[config.mk]
export PLATFORM = sky130hd
export DESIGN_NAME = vpu_mem_arbiter
export DESIGN_NICKNAME = d
export VERILOG_FILES = /design/src/rtl/vpu_mem_arbiter.sv
export SDC_FILE = /design/constraint.sdc
export NUM_CORES = 1
export LEC_CHECK = 0
export BUFFER_PORTS_ARGS = -buffer_cell sky130_fd_sc_hd__buf_4
export CORE_MARGIN = 1.5
export CORE_UTILIZATION = 50
export DETAILED_ROUTE_END_ITERATION = 6
export PLACE_DENSITY = 0.79
export SYNTH_ARGS = -nofsm -noshare
export SYNTH_HDL_FRONTEND = slang
export SYNTH_SLANG_ARGS = --single-unit
[constraint.sdc]
create_clock -name clk -period 2.4 [get_ports clk]
set_input_delay 0.12 -clock clk [delete_from_list [all_inputs] [get_ports clk]]
set_output_delay 0.12 -clock clk [all_outputs]
set_load 0.005 [all_outputs]
[src/rtl/vpu_mem_arbiter.sv]
// vpu_mem_arbiter: shares one single-port 16K x 16-bit video RAM between
// scanout word fetches and CPU nibble-pair reads and writes.
//
// Handshakes:
//   cpu_wr: an entry is pushed on any cycle where cpu_wr_valid && cpu_wr_ready.
//           cpu_wr_ready depends only on registered FIFO state.
//   cpu_rd: a read is accepted on any cycle where cpu_rd_req && cpu_rd_ready.
//           The result is returned as a one-cycle cpu_rd_valid pulse.
//   vid:    there is no backpressure. vid_req is granted in the same cycle,
//           and vid_valid follows one cycle later.
//
// Memory op priority: video, then the second half of a split op, then the
// accepted read, then the write at the FIFO head.
module vpu_mem_arbiter #(
  parameter int FIFO_DEPTH = 4
) (
  input  logic        clk,
  input  logic        reset,
  input  logic        vid_req,
  input  logic [13:0] vid_addr,
  output logic        vid_valid,
  output logic [15:0] vid_data,
  input  logic        cpu_wr_valid,
  output logic        cpu_wr_ready,
  input  logic [15:0] cpu_wr_addr,
  input  logic [7:0]  cpu_wr_data,
  input  logic        cpu_rd_req,
  output logic        cpu_rd_ready,
  input  logic [15:0] cpu_rd_addr,
  output logic        cpu_rd_valid,
  output logic [7:0]  cpu_rd_data,
  output logic [13:0] mem_addr,
  output logic        mem_we,
  output logic [3:0]  mem_wmask,
  output logic [15:0] mem_wdata,
  input  logic [15:0] mem_rdata,
  output logic [2:0]  state_dbg
);

  localparam int PW = $clog2(FIFO_DEPTH);
  localparam logic [PW:0] PTR_ONE = (PW+1)'(1);

  typedef enum logic [2:0] {
    ST_IDLE    = 3'd0,
    ST_WR_B    = 3'd1,
    ST_RD_A    = 3'd2,
    ST_RD_B    = 3'd3,
    ST_RD_WAIT = 3'd4
  } state_t;

  state_t      state_q, state_d;

  // Write queue: pointers carry one extra wrap bit to tell full from empty.
  logic [15:0] fifo_addr [FIFO_DEPTH];
  logic [7:0]  fifo_data [FIFO_DEPTH];
  logic [PW:0] wr_ptr_q, rd_ptr_q;
  logic        fifo_empty, fifo_full, push, pop;

  logic [15:0] head_addr;
  logic [7:0]  head_data;
  logic [13:0] head_word;
  logic [1:0]  head_nib;
  logic [15:0] head_wdata;
  logic [3:0]  head_wmask;

  logic [15:0] rd_addr_q;
  logic [3:0]  rd_hi_q;
  logic        rd_a_cap_q;
  logic        rd_accept, rd_split_a_issue;
  logic [15:0] rd_shift;

  assign fifo_empty   = (wr_ptr_q == rd_ptr_q);
  assign fifo_full    = (wr_ptr_q[PW] != rd_ptr_q[PW]) &&
                        (wr_ptr_q[PW-1:0] == rd_ptr_q[PW-1:0]);
  assign cpu_wr_ready = !fifo_full;
  assign push         = cpu_wr_valid && cpu_wr_ready;

  assign cpu_rd_ready = (state_q == ST_IDLE) && fifo_empty;
  assign rd_accept    = cpu_rd_req && cpu_rd_ready;

  assign head_addr  = fifo_addr[rd_ptr_q[PW-1:0]];
  assign head_data  = fifo_data[rd_ptr_q[PW-1:0]];
  assign head_word  = head_addr[15:2];
  assign head_nib   = head_addr[1:0];
  // Nibble k sits at bits [15-4k:12-4k]. Shifting the byte down by 4k
  // places both nibbles. For k=3 only the high nibble stays in the word,
  // which is exactly op A of a split write.
  assign head_wdata = {head_data, 8'h00} >> {head_nib, 2'b00};
  assign head_wmask = 4'b1100 >> head_nib;

  assign rd_shift   = mem_rdata << {rd_addr_q[1:0], 2'b00};

  assign vid_data   = mem_rdata;
  assign state_dbg  = state_q;

  // Next state, memory op selection and FIFO pop.
  always_comb begin
    state_d          = state_q;
    mem_addr         = 14'd0;
    mem_we           = 1'b0;
    mem_wmask        = 4'b0000;
    mem_wdata        = 16'h0000;
    pop              = 1'b0;
    rd_split_a_issue = 1'b0;
    if (vid_req) begin
      mem_addr = vid_addr;
    end
    case (state_q)
      ST_IDLE: begin
        if (rd_accept) begin
          state_d = ST_RD_A;
        end else if (!vid_req && !fifo_empty) begin
          mem_addr  = head_word;
          mem_we    = 1'b1;
          mem_wmask = head_wmask;
          mem_wdata = head_wdata;
          if (head_nib == 2'd3) begin
            state_d = ST_WR_B;
          end else begin
            pop = 1'b1;
          end
        end
      end
      ST_WR_B: begin
        if (!vid_req) begin
          mem_addr  = head_word + 14'd1;
          mem_we    = 1'b1;
          mem_wmask = 4'b1000;
          mem_wdata = {head_data[3:0], 12'h000};
          pop       = 1'b1;
          state_d   = ST_IDLE;
        end
      end
      ST_RD_A: begin
        if (!vid_req) begin
          mem_addr = rd_addr_q[15:2];
          if (rd_addr_q[1:0] == 2'd3) begin
            rd_split_a_issue = 1'b1;
            state_d          = ST_RD_B;
          end else begin
            state_d = ST_RD_WAIT;
          end
        end
      end
      ST_RD_B: begin
        if (!vid_req) begin
          mem_addr = rd_addr_q[15:2] + 14'd1;
          state_d  = ST_RD_WAIT;
        end
      end
      ST_RD_WAIT: begin
        // No op is issued here, so video cannot stall this state.
        state_d = ST_IDLE;
      end
      default: state_d = ST_IDLE;
    endcase
  end

  // FSM state, queue pointers and read-side control registers.
  always_ff @(posedge clk or posedge reset) begin
    if (reset) begin
      state_q    <= ST_IDLE;
      wr_ptr_q   <= '0;
      rd_ptr_q   <= '0;
      rd_addr_q  <= 16'h0000;
      rd_a_cap_q <= 1'b0;
      vid_valid  <= 1'b0;
    end else begin
      state_q    <= state_d;
      if (push) wr_ptr_q <= wr_ptr_q + PTR_ONE;
      if (pop)  rd_ptr_q <= rd_ptr_q + PTR_ONE;
      if (rd_accept) rd_addr_q <= cpu_rd_addr;
      rd_a_cap_q <= rd_split_a_issue;
      vid_valid  <= vid_req;
    end
  end

  // Read result: holds the high nibble of a split read, then assembles the byte.
  always_ff @(posedge clk or posedge reset) begin
    if (reset) begin
      rd_hi_q      <= 4'h0;
      cpu_rd_valid <= 1'b0;
      cpu_rd_data  <= 8'h00;
    end else begin
      if (rd_a_cap_q) rd_hi_q <= mem_rdata[3:0];
      cpu_rd_valid <= (state_q == ST_RD_WAIT);
      if (state_q == ST_RD_WAIT) begin
        if (rd_addr_q[1:0] == 2'd3) begin
          cpu_rd_data <= {rd_hi_q, mem_rdata[15:12]};
        end else begin
          cpu_rd_data <= rd_shift[15:8];
        end
      end
    end
  end

  // Queue storage needs no reset because the pointers define what is valid.
  always_ff @(posedge clk) begin
    if (push) begin
      fifo_addr[wr_ptr_q[PW-1:0]] <= cpu_wr_addr;
      fifo_data[wr_ptr_q[PW-1:0]] <= cpu_wr_data;
    end
  end

endmodule

==> results by group <==
Timing
  • Fin crit share: 114%
  • Clk_skew: between 0.008 and 0.009 ns
  • Final Slew Violations: 0
  • Clock period minus worst slack: approximately 2.7 ns
  • Setup ws final: -0.324 ns
  • Final Hold Vio Count: 0
  • Slew headroom: 63.0%
  • Setup TNS: -4.60 ns
  • Max Clock Freq: roughly 0.37 GHz
  • Setup violations, final: 24
  • Actual slew at the worst max-slew pin: ~0.55 ns
  • RSZ-0062 raised after global routing: true

Synth
  • Synth area leader: edfxtp_1
  • Mapped Avg Cell Area: roughly 14 µm²
  • Seq/Total Area, Yosys: 57.2%
  • Post-Synthesis Cells: between 400 and 500
  • Asr flop ratio synth: between 20 and 30%
  • Yosys reg bits: ~140
  • Ys flop type: edfxtp_1
  • Mapped Nets: about 560
  • Fraction of synthesized cell area taken by the top area cell type: 42.5%
  • Synth top area cells: edfxtp_1 42%, dfrtp_1 15%, mux4_2 8.3%
  • EDFF count, synth: 96
  • Synthesized area: approximately 0.0068 mm²
  • Post-synthesis cell type count: 56
  • Yosys warns: 0

Hold path
  • Worst min-delay path category: input pin to flop

Route
  • Routed vias/inst: around 5.8
  • Total number of vias: 5027
  • Routed wl met3: around 1.5 mm
  • Drt first pass iters: 5
  • Detail Route Antenna Nets: 0
  • Wire per inst: ~20 µm
  • Initial DRC count: approximately 430
  • Total Wirelength: about 18 mm
  • DR top layer: met4
  • WL met2: 8.65 mm
  • DRC viols: 0
  • M1 wire length: between 7 and 8 mm

Cells and area
  • Filler instances: just under 900
  • Ant diodes: 0
  • Fin cells: 874
  • Share of cells above drive strength 1: between 40% and 50%
  • Area Overhead vs Synth: 39.2%
  • Design area: 0.00944 mm²
  • Util after Layout: between 70 and 80%
  • Layout Nets: slightly below 800

Clock network
  • Clk Latency, worst-skew pair: roughly 0.43 ns
  • Sink Count: 136
  • Clock-pin slew on the worst setup and hold paths: 0.06 ns
  • H-tree level count: 4
  • CTS tree: built
  • CTS Buf Count: 17
  • Max clock buf depth: 2
  • Root buffer cell: clkbuf_16

Status
  • Status: finished, violations left
  • Failing checks: negative setup slack

Setup path
  • CP startpoint kind: flop
  • Crit path capture: mem_addr[12]
  • Crit path max-delay family: simple AND/OR/NAND/NOR gates
  • CP max stage cell: dfrtp_2
  • Reg-to-reg critical path startpoint: rd_ptr_q[1]$_DFFE_PP0P_
  • Max Fanout on Critical Path: 9
  • Bufs and invs on worst path: 2
  • Cells along the critical path: buf_12, mux4_2, ha_2, nand2_4, nor4_4, xnor2_1, o2111ai_1, and3_1, buf_4
  • Critical path type: flop to output port
  • Required time worst endpoint: about 2.3 ns
  • Worst Setup End Kind: output port
  • Levels on crit path: 9
  • Worst reg2reg endpoint: state_dbg[0]$_DFFE_PP0P_
  • FF-to-FF setup slack: -0.07 ns
  • Slowest cell delay on critical path: ~0.45 ns
  • CP arrival: ~2.6 ns
  • Worst Setup SP: rd_ptr_q[0]$_DFFE_PP0P_
  • Worst r2r path cells: 9

Die
  • Top-Level Pins: 141
  • Die H: roughly 120 µm
  • Num rows: 42
  • Die area: roughly 0.014 mm²
  • Initial core utilization: between 50 and 60%
  • Core Region: ~0.013 mm²
  • Die W: 119 µm

Placement
  • Final Wtd Congestion: 0.936
  • Dpl cells: 785
  • Placement Cell Area: ~0.008 mm²
  • Detailed placement HPWL: roughly 11 mm
  • I/O Buffers: 140

Global route
  • First-pass GRT wire length: 26.7 mm
  • Antenna violations before repair: 0
  • GRT Total Usage: 25.0%
  • Largest net degree at the start of global routing: 41
  • Via count of the first global-routing pass: about 5100
  • Grt total ovfl: 0

Power
  • Leakage power: 3.77 nW
  • Sequential share of power: between 20% and 30%
  • Combinational share of power: between 40% and 50%
  • Worst vdd ir: 881 µV
  • Switching power total: around 4.5 mW
  • Pwr per Cell Area: 1310 mW/mm²
  • Switching Fraction: between 30% and 40%
  • Clock share of power: a little over a fifth
  • Int Power: 7.87 mW

Run
  • Max cap viols: 0
==> cells in the mapped netlist, types with 3 or more instances <==
master and number:
mux4_1 7, nor3_1 9, and2_1 4, dfrtp_1 40
mux2_2 31, buf_4 17, mux4_2 25, o21ai_0 11
a222oi_1 4, a22oi_1 10, xor2_1 11, and3_1 7
edfxtp_1 96, xnor2_1 19, nand4_1 4, a21oi_1 11
nand2b_1 4, mux2i_1 5, ha_1 9, inv_1 8
nand2_1 37, buf_2 6, o2111ai_1 3, nor2_1 34
o31ai_1 3, o21ai_1 3, nand3_1 12, clkbuf_1 13
==> worst min-delay path, cell delays in order <==
cell and delay (ns):
buf_4 0.10, and2_1 0.17, xnor2_1 0.08
==> cell families after synthesis <==
family,count (synthesis),synth area share [%]
AOI/OAI and AO/OA,57,5.99
xor gates and xnor gates,30,3.87
adders and majority gates,9,1.66
buffers and inverters,49,4.22
DFF,136,57.2
muxes,68,16.9
and+or+nand+nor,131,10.1
==> stage by stage <==
step | power (mW) | setup WS, ns | hold slack, ns
2_1_floorplan | 6.81 | 0.00722 | 0.151
5_1_grt | 13.0 | -0.393 | 0.0746
4_1_cts | 12.0 | -0.270 | 0.0674
3_5_place_dp | 8.82 | 0.00707 | 0.286
6_report | 12.4 | -0.324 | 0.0791
3_3_place_gp | 8.65 | 0.0682 | 0.276
==> sequential cells by signal, indices dropped and copies added (netlist names) <==
signal	count
rd_ptr_q	3
rd_hi_q	4
vid_valid	1
fifo_data	32
cpu_rd_valid	1
rd_a_cap_q	1
cpu_rd_data	8
state_dbg	3
wr_ptr_q	3
fifo_addr	64
rd_addr_q	16
==> how the worst min path moves through the flow <==
stage | startpoint | endpoint | slack, ns | cells after the start
floorplan | vid_req | vid_valid$_DFF_PP0_ | 0.15 | 0
global placement | reset | wr_ptr_q[0]$_DFFE_PP0P_ | 0.28 | 3
detailed placement | reset | wr_ptr_q[0]$_DFFE_PP0P_ | 0.29 | 3
CTS | cpu_wr_valid | wr_ptr_q[0]$_DFFE_PP0P_ | 0.07 | 3
global route | cpu_wr_valid | wr_ptr_q[0]$_DFFE_PP0P_ | 0.07 | 3
finish | cpu_wr_valid | wr_ptr_q[0]$_DFFE_PP0P_ | 0.08 | 3
==> power groups by stage <==
stage	logic, mW	clock network (mW)	registers, mW
after floorplan	3.30	0	3.52
after global placement	5.01	0	3.64
after detailed placement	5.14	0	3.68
after CTS	5.67	2.68	3.67
after global routing	6.45	2.78	3.76
final	6.05	2.65	3.68
==> final cells by class <==
class,count,area [µm²],area share [%]
sequential,136,3890,41.2
multi-input combinational,295,2760,29.2
timing repair buffer,226,1950,20.6
clock buffer,17,425,4.51
tap,176,220,2.33
clock inverter,14,171,1.82
inverter,10,37.5,0.398
==> layout by cell type, fill, tap and decap left out, types with 8 or more instances in the layout <==
cell type | Yosys | final
a21oi_1 | 11 | 10
a22oi_1 | 10 | 10
buf_4 | 17 | 165
clkbuf_16 | 0 | 17
dfrtp_1 | 40 | 38
dlygate4sd3_1 | 0 | 46
edfxtp_1 | 96 | 96
inv_1 | 8 | 8
mux2_2 | 31 | 30
mux4_2 | 25 | 30
nand2_1 | 37 | 35
nand3_1 | 12 | 12
nor2_1 | 34 | 31
o21ai_1 | 3 | 9
xnor2_1 | 19 | 19
xor2_1 | 11 | 9
==> routing by layer <==
| metal | track usage (%) | vias up |
|---|---|---|
| met1 | 31.4 | 2461 |
| met4 | 8.33 | 0 |
| met2 | 41.6 | 285 |
| met5 | 0 | - |
| li1 | - | 2234 |
| met3 | 7.56 | 47 |
==> repair_timing <==
item                       in CTS  in global routing
gates cloned                    1                  0
gates resized for setup        28                 24
setup buffers                   9                  2
hold buffers                   46                  0
setup endpoints to repair      34                 34
pin swaps                       5                  3
hold endpoints to repair      157                  0
(Power assumes the default switching activity.)
